$ cat src/rtl/adc_capture_sequencer.sv
// Sequences ADC capture into PKT_NUM packets of PKT_LEN samples after a settle window.
// Latency: one cycle from an accepted ADC sample to the m_data_o beat.
// Backpressure: single-entry output register; a sample arriving while it is stalled is dropped and ovf_o set.
module adc_capture_sequencer #(
  parameter int ADC_WIDTH     = 14,
  parameter int PKT_LEN       = 500,
  parameter int PKT_NUM       = 10,
  parameter int SETTLE_CYCLES = 50,
  parameter int GAP_CYCLES    = 16
) (
  input  logic                 clk,
  input  logic                 rst,
  input  logic                 start_i,
  input  logic                 abort_i,
  input  logic [ADC_WIDTH-1:0] adc_data_i,
  input  logic                 adc_valid_i,
  output logic                 adc_en_o,
  output logic [ADC_WIDTH-1:0] m_data_o,
  output logic                 m_valid_o,
  output logic                 m_last_o,
  input  logic                 m_ready_i,
  output logic [((PKT_NUM > 1) ? $clog2(PKT_NUM) : 1)-1:0] pkt_idx_o,
  output logic                 busy_o,
  output logic                 done_o,
  output logic                 ovf_o
);

  localparam int IDX_W    = (PKT_NUM > 1) ? $clog2(PKT_NUM) : 1;
  localparam int CNT_W    = $clog2(PKT_LEN + 1);
  localparam int WAIT_MAX = (SETTLE_CYCLES > GAP_CYCLES) ? SETTLE_CYCLES : GAP_CYCLES;
  localparam int WAIT_W   = $clog2(WAIT_MAX + 1);

  typedef enum logic [2:0] {S_IDLE, S_ARM, S_CAPTURE, S_GAP, S_DONE} state_t;

  state_t            state, state_nxt;
  logic [CNT_W-1:0]  samp_cnt;
  logic [WAIT_W-1:0] wait_cnt;
  logic              load, drop, last_load, settle_end, gap_end, pkt_last, run_start, aborting;

  assign load       = (state == S_CAPTURE) && adc_valid_i && (!m_valid_o || m_ready_i);
  assign drop       = (state == S_CAPTURE) && adc_valid_i && m_valid_o && !m_ready_i;
  assign last_load  = load && (samp_cnt == CNT_W'(PKT_LEN - 1));
  assign settle_end = (wait_cnt == WAIT_W'(SETTLE_CYCLES - 1));
  assign gap_end    = (wait_cnt == WAIT_W'(GAP_CYCLES - 1));
  assign pkt_last   = (pkt_idx_o == IDX_W'(PKT_NUM - 1));
  assign run_start  = (state == S_IDLE) && start_i && !abort_i;
  assign aborting   = (state != S_IDLE) && abort_i;
  assign busy_o     = (state != S_IDLE);

  always_comb begin
    state_nxt = state;
    adc_en_o  = 1'b0;
    done_o    = 1'b0;
    case (state)
      S_IDLE:    if (run_start) state_nxt = S_ARM;
      S_ARM: begin
        adc_en_o = 1'b1;
        if (settle_end) state_nxt = S_CAPTURE;
      end
      S_CAPTURE: begin
        adc_en_o = 1'b1;
        if (last_load) state_nxt = pkt_last ? S_DONE : S_GAP;
      end
      S_GAP: begin
        adc_en_o = 1'b1;
        if (gap_end) state_nxt = S_CAPTURE;
      end
      S_DONE: begin
        // Completion waits for the final beat to leave the output register.
        if (!m_valid_o) begin
          done_o    = 1'b1;
          state_nxt = S_IDLE;
        end
      end
      default:   state_nxt = S_IDLE;
    endcase
    if (aborting) begin
      state_nxt = S_IDLE;
      done_o    = 1'b0;
    end
  end

  always_ff @(posedge clk) begin
    if (rst) begin
      state     <= S_IDLE;
      samp_cnt  <= '0;
      wait_cnt  <= '0;
      pkt_idx_o <= '0;
      ovf_o     <= 1'b0;
      m_valid_o <= 1'b0;
      m_data_o  <= '0;
      m_last_o  <= 1'b0;
    end else begin
      state <= state_nxt;

      if (state_nxt != state)                   wait_cnt <= '0;
      else if (state == S_ARM || state == S_GAP) wait_cnt <= wait_cnt + WAIT_W'(1);

      if (state_nxt != S_CAPTURE) samp_cnt <= '0;
      else if (load)              samp_cnt <= samp_cnt + CNT_W'(1);

      if (run_start)                                   pkt_idx_o <= '0;
      else if (state == S_GAP && gap_end && !aborting) pkt_idx_o <= pkt_idx_o + IDX_W'(1);

      if (run_start)              ovf_o <= 1'b0;
      else if (drop && !aborting) ovf_o <= 1'b1;

      if (aborting) begin
        m_valid_o <= 1'b0;
        m_last_o  <= 1'b0;
      end else if (load) begin
        m_valid_o <= 1'b1;
        m_data_o  <= adc_data_i;
        m_last_o  <= last_load;
      end else if (m_ready_i) begin
        m_valid_o <= 1'b0;
      end
    end
  end

endmodule

$ cat config.mk
export PLATFORM = sky130hd
export DESIGN_NAME = adc_capture_sequencer
export DESIGN_NICKNAME = d
export VERILOG_FILES = /design/src/rtl/adc_capture_sequencer.sv
export SDC_FILE = /design/constraint.sdc
export NUM_CORES = 1
export LEC_CHECK = 0
export ABC_AREA = 1
export CAP_MARGIN = 10
export CELL_PAD_IN_SITES_DETAIL_PLACEMENT = 1
export CELL_PAD_IN_SITES_GLOBAL_PLACEMENT = 1
export CORE_ASPECT_RATIO = 0.5
export CORE_UTILIZATION = 37
export CTS_CLUSTER_DIAMETER = 50
export DETAILED_ROUTE_END_ITERATION = 6
export PLACE_DENSITY_LB_ADDON = 0.1
export SLEW_MARGIN = 20
export SYNTH_ARGS = -nofsm -noshare
export SYNTH_HDL_FRONTEND = slang
export SYNTH_SLANG_ARGS = --single-unit
$ cat constraint.sdc
create_clock -name clk -period 3.6 [get_ports clk]
set_input_delay 1.08 -clock clk [delete_from_list [all_inputs] [get_ports clk]]
set_output_delay 1.08 -clock clk [all_outputs]
set_load 0.05 [all_outputs]
==> run_results.csv, run 1 <==
group,metric,value,unit
cells_and_area,final_common_cell,"nor2_1",
sta,period_share,0.886,
clocking,clk_latency,0.31,ns
cells_and_area,nets,316,
job,drv_cap,0,
placed_design,hpwl,3.57,mm
detailed_routing,drc,0,
detailed_routing,firstDrtPassIters,4,
detailed_routing,via_per_inst,4.85,
pwr,power_density,363,nW/um^2
setup_path,crit_required,2.52,ns
pwr,ir_worst_vdd,0.000126,V
sta,slew_violations,0,
clocking,cts_buffers,5,
status,status,"complete, no violations",
grt,grt_usage,0.209,
detailed_routing,routed_wl,4.77,mm
sta,worst_pin_slew,0.551,ns
yosys,synthCells,244,
clocking,htreeDepth,2,
detailed_routing,via_count,1738,
cells_and_area,synthToLayoutAreaGrowth,34.4,%
sta,rsz0062_at_grt,"false",
grt,grt_pass1_vias,1791,
pwr,p_leak,0.938,nW
yosys,synth_seq_area_share,0.432,
grt,grt-ovfl-total,0,
floorplanning,ios,44,
placed_design,io_buffers,43,
grt,grt_max_degree,18,
yosys,synth_area_leader_cell,"dfxtp_1",
grt,grt_pass1_wl,8.08,mm
cells_and_area,num_antenna_cells,0,
sta,skew,0.0125,ns
floorplanning,die_x,101,um
floorplanning,die_y,51.4,um
setup_path,arrival,2.11,ns
yosys,synth_area_leaders,"dfxtp_1 43%, nor2_1 11%, nand2_1 7.7%",
yosys,yosys.cell_types.count,30,
floorplanning,initial_utilization,0.397,
setup_path,path_delay_family,"buffers and inverters",
sta,slew-limit-headroom,0.632,
sta,finalSetupTns,0,ns
yosys,synth_top_cell_area_share,0.432,
setup_path,cp_max_fo,3,
sta,min_period,3.19,ns
setup_path,crit_slowest_cell,"clkdlybuf4s50_1",
cells_and_area,layout-drive-gt1-share,0.103,
setup_path,path_class,"in -> out",
floorplanning,core_area,4550,um^2
clocking,cts.clk_slew.worst_paths,0.08,ns
yosys,syn-num-nets,269,
setup_path,cp_cell_sequence,"clkdlybuf4s50_1 -> nor4_2 -> buf_12",
clocking,tritoncts,"built",
yosys,syn_area,1810,um^2
clocking,holdBufCountCts,0,
clocking,cts_resized,0,
setup_path,max_stage_delay,0.46,ns
clocking,cts_buffer_depth,2,
cells_and_area,nFillCells,604,
detailed_routing,wl_per_cell,13.3,um
setup_path,critPathLaunchType,"input port",
floorplanning,dieArea,5190,um^2
clocking,cts_root_buf,"clkbuf_8",
setup_path,cp-end-kind,"primary output",
detailed_routing,drt_iter0_drc,25,
sta,whs,0.479,ns
sta,max_clock_freq,313,MHz
pwr,power,0.881,mW
yosys,ys_warn_count,0,
detailed_routing,ant_nets,0,
clocking,cts.sinks,39,
placed_design,gp_congestion,0.781,
sta,hold_violations,0,
sta,setup_viol,0,
floorplanning,rows,17,
clocking,post_cts_buffers,0,
grt,antenna_found_initial,0,
setup_path,cp_num_buf_inv,2,
min_path,hold_class,"reg -> reg",
yosys,avgSynthCellArea,7.41,um^2
yosys,ys_ff_latch,39,
cells_and_area,final_cell_mix,"55 x nor2_1, 42 x clkdlybuf4s50_1, 39 x dfxtp_1",
## worst paths after layout
check,start,end,slack (ns),depth (start not counted)
worst max register to register,state[2]$_SDFF_PP0_,m_data_o[4]$_SDFFE_PP0P_,1.41,8
worst max-delay path,abort_i,done_o,0.41,3
worst min register to register,m_last_o$_SDFFE_PP0P_,m_last_o$_SDFFE_PP0P_,0.48,2
worst min-delay path,m_last_o$_SDFFE_PP0P_,m_last_o$_SDFFE_PP0P_,0.48,2
## state kept, by name (all words and copies together), names as in the netlist
name,count
m_data_o,14
samp_cnt,9
wait_cnt,6
pkt_idx_o,4
state,3
m_last_o,1
m_valid_o,1
ovf_o,1
## worst register-to-register path, stage by stage (launching register included)
cell     delay [ns]
dfxtp_1        0.39
inv_2          0.15
nand3_1        0.13
nor2_2         0.18
nand2_4        0.12
nor2_2         0.45
inv_1          0.38
nor2_1         0.22
nor2_1         0.06
## stage by stage
stage / utilization / setup WS [ns] / instance area [um^2] / instances
3_5_place_dp: 0.509 / 0.384 / 2320 / 350
5_1_grt: 0.534 / 0.370 / 2430 / 358
2_1_floorplan: - / 0.480 / 1810 / 244
4_1_cts: 0.534 / 0.403 / 2430 / 358
3_3_place_gp: 0.509 / 0.446 / 2320 / 350
6_report: 0.534 / 0.410 / 2430 / 358
## routing by layer
metal	GRT usage	routed length [um]	vias to the layer above
li1	-	-	874
met1	0.230	2170	816
met2	0.366	2200	39
met3	0.0876	318	9
met4	0.0725	76	0
met5	0	0	-
## cells by family after synthesis
family	Yosys count	synth area share
xor gates and xnor gates	9	0.0436
AOI/OAI and AO/OA	32	0.0893
DFF	39	0.432
buffers and inverters	28	0.0630
and+or+nand+nor	131	0.338
adders and majority gates	5	0.0346
## power by group
part | total, mW | switching, mW | internal (mW)
Clock | 0.379 | 0.173 | 0.207
Combinational | 0.0660 | 0.0361 | 0.0299
Sequential | 0.436 | 0.00259 | 0.433
Total | 0.881 | 0.211 | 0.670
## final cells by class
cell class                 instances  area, um^2  area share
timing repair buffer              43         440       0.181
tap                               66        82.6      0.0340
clock buffer                       5        68.8      0.0283
sequential                        39         781       0.321
multi-input combinational        177         920       0.378
clock inverter                     3        43.8      0.0180
inverter                          25        93.8      0.0386
## cell usage after synthesis, drive strengths merged
library cell / count
nor2: 62
nand2: 41
dfxtp: 39
inv: 25
o21ai: 21
nand3: 15
a21oi: 10
ha: 5
xnor2: 5
nor3: 4
xor2: 4
nand4: 3
buf: 2
nor4: 2
or2: 2
a31oi: 1
clkbuf: 1
nand3b: 1
nor3b: 1
Note: power is estimated with default switching activity, not from simulation.
==> run 2: changes to the inputs <==
--- a/constraint.sdc
+++ b/constraint.sdc
@@ -3,2 +3,2 @@
 set_output_delay 1.08 -clock clk [all_outputs]
-set_load 0.05 [all_outputs]
+set_load 0.005 [all_outputs]
==> run 2 against run 1 <==
Sequential power about the same. Maximum frequency down 8.2%. Clock-buffer cell count increased by 1. Sequential share of layout area up 0.15 points. Wire length decreased by 1.7%. Power is 0.42% higher. Setup slack worse by 0.29 ns. Global-route usage shrank 0.62 points. Non-clock buffer count unchanged. First-iteration DRC count down 4.0%. Utilization is 0.25 points lower. Largest power group unchanged.
==> run_results.csv, run 2 (synthesized netlist as in run 1, its figures left out) <==
group,metric,value,unit
detailed_routing,ant_nets,0,
grt,antenna_found_initial,0,
pwr,pwr-share-clk,0.440,
clocking,post_cts_buffers,0,
pwr,combPwrFrac,0.068,
floorplanning,dieArea,5190,um^2
min_path,min_from,"m_last_o$_SDFFE_PP0P_",
setup_path,path_class,"in -> out",
clocking,cts.sinks,39,
setup_path,reg2reg_depth,8,
sta,whs,0.473,ns
cells_and_area,final_common_cell,"nor2_1",
clocking,clk_latency,0.30,ns
placed_design,io_buffers,43,
detailed_routing,wl_per_cell,13.1,um
pwr,power_density,366,nW/um^2
cells_and_area,largest_reg_flops,14,
setup_path,cp_max_fo,3,
cells_and_area,fin_util,0.531,
sta,slew-limit-headroom,0.648,
sta,slew_violations,0,
clocking,cts_resized,0,
clocking,holdBufCountCts,0,
detailed_routing,drc,0,
setup_path,cp-end-kind,"primary output",
pwr,p_seq_frac,0.493,
detailed_routing,drt_iter0_drc,24,
min_path,whs_path_depth,2,
floorplanning,rows,17,
detailed_routing,firstDrtPassIters,4,
sta,worst_pin_slew,0.527,ns
pwr,power,0.885,mW
setup_path,arrival,2.40,ns
cells_and_area,nFillCells,591,
cells_and_area,design_area,2420,um^2
pwr,switchingPower,0.197,mW
grt,grt_usage,0.202,
cells_and_area,synthToLayoutAreaGrowth,33.8,%
sta,finalSetupTns,0,ns
sta,hold_violations,0,
clocking,cts_buffers,5,
pwr,ir_worst_vdd,0.000142,V
clocking,htreeDepth,2,
placed_design,hpwl,3.53,mm
floorplanning,initial_utilization,0.397,
setup_path,timing.reg2reg.setup_slack,1.50,ns
floorplanning,die_x,101,um
detailed_routing,via_per_inst,4.83,
sta,min_period,3.48,ns
min_path,hold_class,"reg -> reg",
cells_and_area,top_regs,"m_data_o (14), samp_cnt (9), wait_cnt (6)",
cells_and_area,num_antenna_cells,0,
setup_path,crit_required,2.52,ns
setup_path,crit-reg2reg-capture,"m_data_o[1]$_SDFFE_PP0P_",
placed_design,dpl-instance-area,2300,um^2
clocking,cts.clk_slew.worst_paths,0.08,ns
sta,max_clock_freq,288,MHz
pwr,p_leak,0.936,nW
grt,grt-ovfl-total,0,
setup_path,rr_startpoint,"state[2]$_SDFF_PP0_",
grt,grt_pass1_vias,1787,
clocking,cts_buffer_depth,2,
job,drv_cap,0,
detailed_routing,via_count,1730,
pwr,cell_internal_pwr,0.688,mW
setup_path,critPathLaunchType,"input port",
cells_and_area,nets,316,
floorplanning,die_y,51.4,um
sta,skew,0.00468,ns
sta,rsz0062_at_grt,"false",
clocking,tritoncts,"built",
pwr,power.share.switching,0.223,
sta,setup_viol,0,
floorplanning,core_area,4550,um^2
sta,period_share,0.966,
min_path,holdPathEnd,"m_last_o$_SDFFE_PP0P_",
cells_and_area,top_register,"m_data_o",
cells_and_area,final_cell_mix,"55 x nor2_1, 43 x clkdlybuf4s50_1, 39 x dfxtp_1",
status,status,"complete, no violations",
clocking,cts_root_buf,"clkbuf_8",
cells_and_area,layout-drive-gt1-share,0.0959,
placed_design,gp_congestion,0.773,
detailed_routing,routed_wl,4.69,mm
grt,grt_max_degree,18,
grt,grt_pass1_wl,8.06,mm
floorplanning,ios,44,
[run 2: cell count changes in the layout (fill, tap and decap cells not counted)]
cell | before | now
buf_12 | 1 | 0
clkbuf_8 | 5 | 6
clkdlybuf4s50_1 | 42 | 43
clkinv_4 | 1 | 0
nor4_1 | 1 | 2
nor4_2 | 1 | 0
[run 2: area by class of cell]
cell class,count,area [um^2],share of cell area
inverter,25,93.8,0.0388
timing repair buffer,43,430,0.178
multi-input combinational,177,913,0.378
clock buffer,6,82.6,0.0341
clock inverter,2,35.0,0.0145
tap,66,82.6,0.0341
sequential,39,781,0.323
[run 2: how the worst max path moves through the flow]
stage                     cells after the start     end     from
after floorplan                               1  done_o  abort_i
after global placement                        3  done_o  abort_i
after detailed placement                      3  done_o  abort_i
after CTS                                     3  done_o  abort_i
after global routing                          3  done_o  abort_i
final                                         3  done_o  abort_i
[run 2: metrics by stage]
stage | instances | setup WS [ns]
finish | 358 | 0.124
global placement | 350 | 0.205
CTS | 358 | 0.104
floorplan | 244 | 1.14
detailed placement | 350 | 0.113
global route | 358 | 0.0706
[run 2: per-layer routing]
metal,part of all wire,vias to the layer above,routed length [um],GRT usage
li1,-,871,-,-
met1,0.48,822,2230,0.244
met2,0.47,30,2200,0.353
met3,0.044,7,208,0.0575
met4,0.0098,0,46,0.0652
met5,0,-,0,0
[run 2: critical path, cell delays in order]
cell,delay [ns]
clkdlybuf4s50_1,0.45
nor4_1,0.31
clkdlybuf4s50_1,0.55
[run 2: power groups by stage]
stage	clock network [mW]	registers [mW]	logic, mW
6_report	0.389	0.436	0.0600
5_1_grt	0.418	0.436	0.0663
4_1_cts	0.395	0.436	0.0605
3_5_place_dp	0	0.446	0.0596
3_3_place_gp	0	0.446	0.0575
2_1_floorplan	0	0.445	0.0265
==> run 3: changes to the inputs <==
Settings changed: GPL_TIMING_DRIVEN set to 0, REMOVE_ABC_BUFFERS set to 1.
==> run 3 against run 2 <==
Maximum frequency decreased by 0.29%. Die area unchanged. Largest power group unchanged. Utilization decreased by 0.66 points. Wire length decreased by 0.77%. Critical path type unchanged. Cell count unchanged. Clock-buffer cell count increased by 1. Register-to-register slack got worse by 0.04 ns. Largest cell class unchanged. Setup slack got worse by 0.010 ns.
==> run_results.csv, run 3 (synthesized netlist as in run 1, its figures left out) <==
group,metric,value,unit
cells_and_area,top_register,"m_data_o",
setup_path,crit_end,"done_o",
placed_design,hpwl,3.55,mm
setup_path,timing.reg2reg.setup_slack,1.46,ns
sta,setup_viol,0,
placed_design,pre_cts_slack,0.0884,ns
placed_design,placedCellCount,350,
min_path,hold_class,"reg -> reg",
cells_and_area,nets,316,
setup_path,startpoint,"abort_i",
floorplanning,ios,44,
clocking,cts_buffers,5,
setup_path,crit_required,2.52,ns
detailed_routing,drc,0,
cells_and_area,final_common_cell,"nor2_1",
cells_and_area,top_regs,"m_data_o (14), samp_cnt (9), wait_cnt (6)",
pwr,power_density,328,nW/um^2
cells_and_area,layout-drive-gt1-share,0.0925,
clocking,cts_buffer_depth,2,
grt,grt-ovfl-total,0,
sta,hold_violations,0,
cells_and_area,largest_reg_flops,14,
placed_design,io_buffers,43,
setup_path,cp-end-kind,"primary output",
clocking,htreeDepth,2,
sta,rsz0062_at_grt,"false",
floorplanning,initial_utilization,0.397,
floorplanning,die_x,101,um
setup_path,reg2reg_depth,8,
clocking,post_cts_buffers,0,
grt,grt_pass1_vias,1761,
detailed_routing,ant_nets,0,
detailed_routing,via_per_inst,4.74,
cells_and_area,instances_no_fill,358,
setup_path,rr_startpoint,"state[2]$_SDFF_PP0_",
cells_and_area,num_antenna_cells,0,
grt,grt_max_degree,18,
clocking,cts_resized,0,
sta,finalSetupTns,0,ns
setup_path,critPathLaunchType,"input port",
sta,skew,0.00572,ns
clocking,holdBufCountCts,0,
sta,worst_pin_slew,0.533,ns
detailed_routing,via_count,1696,
clocking,cts_root_buf,"clkbuf_8",
status,status,"complete, no violations",
sta,slew-limit-headroom,0.644,
pwr,p_leak,0.918,nW
pwr,ir_worst_vdd,0.000149,V
clocking,tritoncts,"built",
sta,max_clock_freq,287,MHz
clocking,clk_latency,0.29,ns
pwr,power,0.782,mW
detailed_routing,routed_wl,4.65,mm
sta,slew_violations,0,
sta,period_share,0.968,
cells_and_area,synthToLayoutAreaGrowth,32.1,%
clocking,cts.sinks,39,
floorplanning,dieArea,5190,um^2
placed_design,dpl-instance-area,2300,um^2
setup_path,path_class,"in -> out",
grt,antenna_found_initial,0,
grt,grt_usage,0.201,
job,drv_cap,0,
floorplanning,die_y,51.4,um
setup_path,cp_max_fo,3,
floorplanning,core_area,4550,um^2
cells_and_area,design_area,2390,um^2
clocking,cts.clk_slew.worst_paths,0.08,ns
setup_path,arrival,2.41,ns
sta,fin_ws,0.114,ns
floorplanning,rows,17,
detailed_routing,drt_iter0_drc,25,
cells_and_area,nFillCells,590,
setup_path,crit-reg2reg-capture,"m_data_o[1]$_SDFFE_PP0P_",
detailed_routing,wl_per_cell,13.0,um
sta,min_period,3.49,ns
placed_design,gp_congestion,0.743,
detailed_routing,firstDrtPassIters,4,
cells_and_area,final_cell_mix,"55 x nor2_1, 43 x clkdlybuf4s50_1, 39 x dfxtp_1",
grt,grt_pass1_wl,7.88,mm
run 3: cell count changes in the layout (fill, tap and decap cells not counted), sizes merged:
cell | before | now
bufinv | 1 | 0
clkbuf | 6 | 7
run 3: metal layers:
layer  GRT usage  routed length, um  vias up
met5           0                  0        -
met4      0.0652                 51        0
met3      0.0643                229        7
met2       0.361               2190       32
met1       0.230               2180      786
li1            -                  -      871
run 3: area by class of cell:
class                      instances  area, um^2  area share
multi-input combinational        177         920       0.385
sequential                        39         781       0.327
timing repair buffer              43         430       0.180
inverter                          25        93.8      0.0393
tap                               66        82.6      0.0346
clock buffer                       7        76.3      0.0320
clock inverter                     1        5.00     0.00210
run 3: worst min-delay path by stage:
stage | startpoint | endpoint | slack (ns) | depth (start not counted)
after floorplan | m_last_o$_SDFFE_PP0P_ | m_last_o$_SDFFE_PP0P_ | 0.45 | 2
after global placement | m_last_o$_SDFFE_PP0P_ | m_last_o$_SDFFE_PP0P_ | 0.45 | 2
after detailed placement | m_last_o$_SDFFE_PP0P_ | m_last_o$_SDFFE_PP0P_ | 0.46 | 2
after CTS | m_last_o$_SDFFE_PP0P_ | m_last_o$_SDFFE_PP0P_ | 0.47 | 2
after global routing | m_last_o$_SDFFE_PP0P_ | m_last_o$_SDFFE_PP0P_ | 0.49 | 2
final | m_last_o$_SDFFE_PP0P_ | m_last_o$_SDFFE_PP0P_ | 0.46 | 2
run 3: power by group:
group	switching [mW]	internal, mW
sequential	0.00266	0.433
clock	0.151	0.136
combinational	0.0296	0.0300
total	0.183	0.599
run 3: critical path: stages:
cell             delay [ns]
clkdlybuf4s50_1        0.48
nor4_2                 0.29
clkdlybuf4s50_1        0.56
run 3: through the flow:
stage | util | hold slack [ns]
2_1_floorplan | - | 0.454
3_3_place_gp | 0.505 | 0.451
3_5_place_dp | 0.505 | 0.460
4_1_cts | 0.523 | 0.469
5_1_grt | 0.525 | 0.488
6_report | 0.525 | 0.461
